`src/rtl/minmax_pkg.sv`:
```
// Shared types and constants for the min/max scheduler.
package minmax_pkg;

  localparam int NREQ = 4;

  typedef enum logic [1:0] {
    IDLE = 2'd0,
    S1   = 2'd1,
    S2   = 2'd2,
    DONE = 2'd3
  } state_t;

endpackage

```
`src/rtl/minmax_pair.sv`:
```
// Two-operand unsigned compare: lo is the smaller operand, hi the larger.
module minmax_pair #(
  parameter int W = 2
) (
  input  logic [W-1:0] x,
  input  logic [W-1:0] y,
  output logic [W-1:0] lo,
  output logic [W-1:0] hi
);

  assign lo = (x < y) ? x : y;
  assign hi = (x < y) ? y : x;

endmodule

```
`src/rtl/minmax_sched.sv`:
```
// Round-robin scheduler that computes min/max of four operands per request.
// Optional op_cnt handshake counter enabled by defining MINMAX_SCHED_CNT_EN.
module minmax_sched
  import minmax_pkg::*;
#(
  parameter int W    = 2,
  parameter int NREQ = 4
) (
  input  logic                       clk,
  input  logic                       rst,
  input  logic [NREQ-1:0]            req,
  input  logic [NREQ-1:0][4*W-1:0]   req_op,
  output logic [NREQ-1:0]            gnt,
  output logic                       res_valid,
  input  logic                       res_ready,
  output logic [1:0]                 res_id,
  output logic [W-1:0]               res_min,
  output logic [W-1:0]               res_max,
`ifdef MINMAX_SCHED_CNT_EN
  output logic [7:0]                 op_cnt,
`endif
  output state_t                     state_dbg
);

  // Result handshake: res_valid is high for the whole DONE state and data is
  // held; a transfer happens on a clock edge where res_valid && res_ready.
  state_t         state, state_nxt;
  logic [1:0]     ptr, id_q, gnt_id, cand;
  logic           gnt_any;
  logic [W-1:0]   a_q, b_q, c_q, d_q;
  logic [W-1:0]   min_ab, min_cd, max_ab, max_cd;
  logic [W-1:0]   p0_x, p0_y, p1_x, p1_y;
  logic [W-1:0]   p0_lo, p0_hi, p1_lo, p1_hi;

  assign res_valid = (state == DONE);
  assign res_id    = id_q;
  assign state_dbg = state;

  // Search starts one past the last winner, so the last winner has lowest priority.
  always_comb begin
    gnt_any = 1'b0;
    gnt_id  = ptr;
    cand    = '0;
    for (int k = 1; k <= 4; k++) begin
      cand = ptr + 2'(k);
      if (!gnt_any && req[cand]) begin
        gnt_any = 1'b1;
        gnt_id  = cand;
      end
    end
  end

  always_comb begin
    state_nxt = state;
    gnt       = '0;
    case (state)
      IDLE: if (gnt_any && rst) begin
        gnt[gnt_id] = 1'b1;
        state_nxt   = S1;
      end
      S1:      state_nxt = S2;
      S2:      state_nxt = DONE;
      DONE:    if (res_ready) state_nxt = IDLE;
      default: state_nxt = IDLE;
    endcase
  end

  // The two compare units are shared: pairwise stage in S1, reduction in S2.
  always_comb begin
    p0_x = (state == S2) ? min_ab : a_q;
    p0_y = (state == S2) ? min_cd : b_q;
    p1_x = (state == S2) ? max_ab : c_q;
    p1_y = (state == S2) ? max_cd : d_q;
  end

  minmax_pair #(.W(W)) u_pair0 (.x(p0_x), .y(p0_y), .lo(p0_lo), .hi(p0_hi));
  minmax_pair #(.W(W)) u_pair1 (.x(p1_x), .y(p1_y), .lo(p1_lo), .hi(p1_hi));

  always_ff @(posedge clk or negedge rst) begin
    if (!rst) begin
      state   <= IDLE;
      ptr     <= 2'd3;
      id_q    <= '0;
      a_q     <= '0;
      b_q     <= '0;
      c_q     <= '0;
      d_q     <= '0;
      min_ab  <= '0;
      max_ab  <= '0;
      min_cd  <= '0;
      max_cd  <= '0;
      res_min <= '0;
      res_max <= '0;
    end else begin
      state <= state_nxt;
      case (state)
        IDLE: if (gnt_any) begin
          ptr                  <= gnt_id;
          id_q                 <= gnt_id;
          {a_q, b_q, c_q, d_q} <= req_op[gnt_id];
        end
        S1: begin
          min_ab <= p0_lo;
          max_ab <= p0_hi;
          min_cd <= p1_lo;
          max_cd <= p1_hi;
        end
        S2: begin
          res_min <= p0_lo;
          res_max <= p1_hi;
        end
        default: ;
      endcase
    end
  end

`ifdef MINMAX_SCHED_CNT_EN
  always_ff @(posedge clk or negedge rst) begin
    if (!rst)                   op_cnt <= '0;
    else if (res_valid && res_ready) op_cnt <= op_cnt + 8'd1;
  end
`endif

endmodule

```
`config.mk`:
```
export PLATFORM = sky130hd
export DESIGN_NAME = minmax_sched
export DESIGN_NICKNAME = d
export VERILOG_FILES = /design/src/rtl/minmax_pkg.sv /design/src/rtl/minmax_pair.sv /design/src/rtl/minmax_sched.sv
export SDC_FILE = /design/constraint.sdc
export NUM_CORES = 1
export LEC_CHECK = 0
export CORE_ASPECT_RATIO = 0.5
export CORE_UTILIZATION = 42
export DETAILED_ROUTE_END_ITERATION = 10
export PLACE_DENSITY = 0.77
export SYNTH_ARGS = -nofsm -noshare
export SYNTH_HDL_FRONTEND = slang
export SYNTH_HIERARCHICAL = 1
export SYNTH_SLANG_ARGS = --single-unit
```
`constraint.sdc`:
```
create_clock -name clk -period 2.5 [get_ports clk]
set_clock_uncertainty 0.05 [all_clocks]
set_input_delay 0.5 -clock clk [delete_from_list [all_inputs] [get_ports clk]]
set_output_delay 0.5 -clock clk [all_outputs]
set_load 0.02 [all_outputs]
```
==> run_results.csv <==
group,metric,value,unit
status,outcome,"finished, final reports clean",
placed_design,dp.cells,257,
logic_synthesis,synth.most_common_cell,"dfrtp_1",
cts,clock_path_buffers,2,
routing,via_per_inst,4.969,
cts,cts_setup_buffers,0,
logic_synthesis,yosysUniqueCellTypes,32,
cells_and_area,area_delta_synth_final,39.51,%
die,start_util,46.36,%
worst_setup_path,rr_startpoint,"state_dbg[0]$_DFFE_PN0P_",
worst_hold_path,hold_path_class,"primary input to async pin",
timing,worst-slew-pin-transition,0.3917,ns
timing,rsz0062_at_grt,"no",
cts,h-tree-depth,1,
logic_synthesis,yosys-top-cells-area,"dfrtp_1 (36%), mux2_2 (13%), mux2i_1 (10%)",
global_route,grt_pass1_wl,6423,µm
power_and_ir_drop,combPwrFrac,60.7,%
logic_synthesis,yosysSeqAreaShare,38.70,%
logic_synthesis,synth_top_family_by_area,"multiplexers",
logic_synthesis,synth_top_area_share,35.58,%
power_and_ir_drop,swShare,38.81,%
logic_synthesis,synthArstFlopShare,100.0,%
routing,dr_total_vias,1297,
power_and_ir_drop,clkPwrFrac,12.1,%
logic_synthesis,synth_flop_cell,"dfrtp_1",
timing,worst_slack,0.1251,ns
timing,relSlewSlack,73.82,%
cts,clockRootBuffer,"clkbuf_8",
logic_synthesis,synth-edff-count,0,
power_and_ir_drop,p_sw,1.115,mW
cells_and_area,finalCoreUtilization,64.67,%
global_route,grt_pass1_vias,1328,
power_and_ir_drop,p_leak,1.102,nW
worst_setup_path,start_kind,"flop",
die,design.core.area,3641,µm²
timing,fin_tns_setup,0,ns
global_route,grt_start_max_net_pins,17,
power_and_ir_drop,intPower,1.758,mW
timing,hold_slack,0.4395,ns
placed_design,gp_congestion,0.7505,
die,ioPinCount,52,
die,dieArea,4292,µm²
logic_synthesis,yosysTopAreaCell,"dfrtp_1",
logic_synthesis,synthesis.area,1688,µm²
worst_setup_path,critPathArrivalTime,1.82,ns
logic_synthesis,avgSynthCellArea,11.33,µm²
cts,cts_tree,"done",
global_route,grt.overflow.total,0,
routing,drcViolationCount,0,
flow_run,maxCapViolations,0,
cts,clk_pin_slew,0.09,ns
worst_setup_path,crit_chain,"a21oi_1 > a31oi_1 > a21oi_2 > nand2b_4 > nor3b_1 > buf_2",
logic_synthesis,synthXorXnorAreaFrac,0,%
cts,cts_buffers,3,
cts,clock_sinks,26,
die,fp.dieH,46.83,µm
timing,hold_violations,0,
logic_synthesis,yosys_warnings,6,
cells_and_area,finalNetCount,260,
global_route,track_usage,19.61,%
timing,layout_min_cycle_time,2.375,ns
logic_synthesis,synth-simple-area-share,10.53,%
cells_and_area,antenna_cells,0,
worst_setup_path,cp_max_fo,7,
die,std_cell_rows,15,
worst_setup_path,slowest_stage,"dfstp_2",
cells_and_area,finalNonFillerCells,261,
routing,routed_wirelength,3826,µm
logic_synthesis,ys_top_cells_by_count,"dfrtp_1 (24), mux2_2 (20), mux2i_1 (17), nand2_1 (17), inv_1 (14)",
worst_setup_path,crit_path_end_kind,"primary output",
cells_and_area,n_fill_cell,300,
logic_synthesis,synth_fp_nets,198,
logic_synthesis,synth-compound-area-share,12.75,%
cts,clock_latency,0.27,ns
power_and_ir_drop,powerDensity,1220,nW/µm²
routing,wl_per_cell,14.66,µm
worst_setup_path,critical_path.startpoint,"ptr[1]$_DFFE_PN1P_",
cells_and_area,final_area,2355,µm²
placed_design,portBuffers,51,
logic_synthesis,synth.mux.area_fraction,23.42,%
timing,setup_violations,0,
placed_design,place_area,2291,µm²
cells_and_area,drive_gt1_share,29.05,%
power_and_ir_drop,peakVddDrop,0.0006573,V
die,die_x,91.65,µm
power_and_ir_drop,power,2.874,mW
timing,max_freq,421.1,MHz
logic_synthesis,synthAdderAreaFrac,7.413,%
timing,slew_viol_final,0,
worst_setup_path,max_stage_delay,0.61,ns
routing,drt_pass1_iterations,4,
logic_synthesis,synthCells,149,
timing,period_share,95.00,%
logic_synthesis,ys_ff_latch,26,
placed_design,post-place-ws,-0.4997,ns
routing,drt_iter0_markers,71,
worst_setup_path,critPathRequiredTime,1.95,ns
placed_design,dpl.hpwl,3091,µm
power_and_ir_drop,seqPwrFrac,27.2,%
global_route,antenna_found_initial,0,
routing,ant_nets,0,
worst_setup_path,critical_path_class,"flop to primary output",
-- cell families after synthesis --
group | count (synthesis)
adder cells (fa/ha/maj) | 10
buffers and inverters | 21
flip-flops | 26
AND/OR/NAND/NOR | 33
multiplexers | 37
AO/OA/AOI/OAI | 22
-- critical path, delay by kind of cell, from the launching register on --
kind,cells,cell delay (ns)
buf+inv,1,0.20
simple gates,2,0.35
flops,1,0.61
compound gates,3,0.40
-- area by class of cell --
type,count,area [µm²],area share (%)
Tap cell,51,63.81,2.710
Timing Repair Buffer,64,591.8,25.13
Clock buffer,3,41.29,1.753
Inverter,14,52.55,2.232
Clock inverter,1,30.03,1.275
Multi-Input combinational cell,102,922.1,39.16
Sequential cell,26,653.1,27.74
-- power by group through the flow --
stage	sequential, mW	combinational (mW)	clock (mW)
after floorplan	0.799	1.25	0
after global placement	0.777	1.69	0
after detailed placement	0.786	1.75	0
after CTS	0.781	1.74	0.358
after global routing	0.814	1.92	0.372
final	0.782	1.74	0.348
-- final timing paths --
path                       cells past startpoint                     to  slack, ns
setup / recovery                               6                 gnt[1]       0.13
hold / removal                                 2  res_id[1]$_DFFE_PN0P_       0.44
setup reg to reg                               8  min_cd[0]$_DFFE_PN0N_       0.20
hold reg to reg                                2  res_id[1]$_DFFE_PN0P_       0.44
max in group asynchronous                      3  max_ab[1]$_DFFE_PN0N_       1.57
min in group clk                               2  res_id[1]$_DFFE_PN0P_       0.44
-- repair_timing --
item / 4_1_cts / 5_1_grt
endpoints found under the hold margin: 0 / 0
pin swaps: 1 / 1
resized for setup: 22 / 5
hold buffers: 0 / 0
setup endpoints to repair: 4 / 5
-- cell usage in the layout (no fill, tap or decap), types with 2 or more instances in the layout --
cell             Yosys  routed
ha_1                10       9
nor2_1               5       4
a21oi_1              5       4
buf_4                2      15
o22ai_1              2       2
dlygate4sd2_1        0       3
nor3b_1              2       2
o22a_1               2       2
dfstp_2              2       2
mux2_2              20      20
clkdlybuf4s50_1      0      43
nor2b_2              2       2
inv_1               14      14
o221ai_2             8       8
nand2_1             17      17
mux2i_1             17      17
dfrtp_1             24      24
buf_2                0       2
clkbuf_8             0       3
-- layer usage --
metal | routed length [µm] | vias up | track usage, %
li1 | - | 652 | -
met1 | 1841 | 627 | 26.12
met3 | 113 | 0 | 4.369
met2 | 1871 | 18 | 33.98
met4 | 0 | 0 | 4.444
met5 | 0 | - | 0
Power figures use the tool's default switching activity.
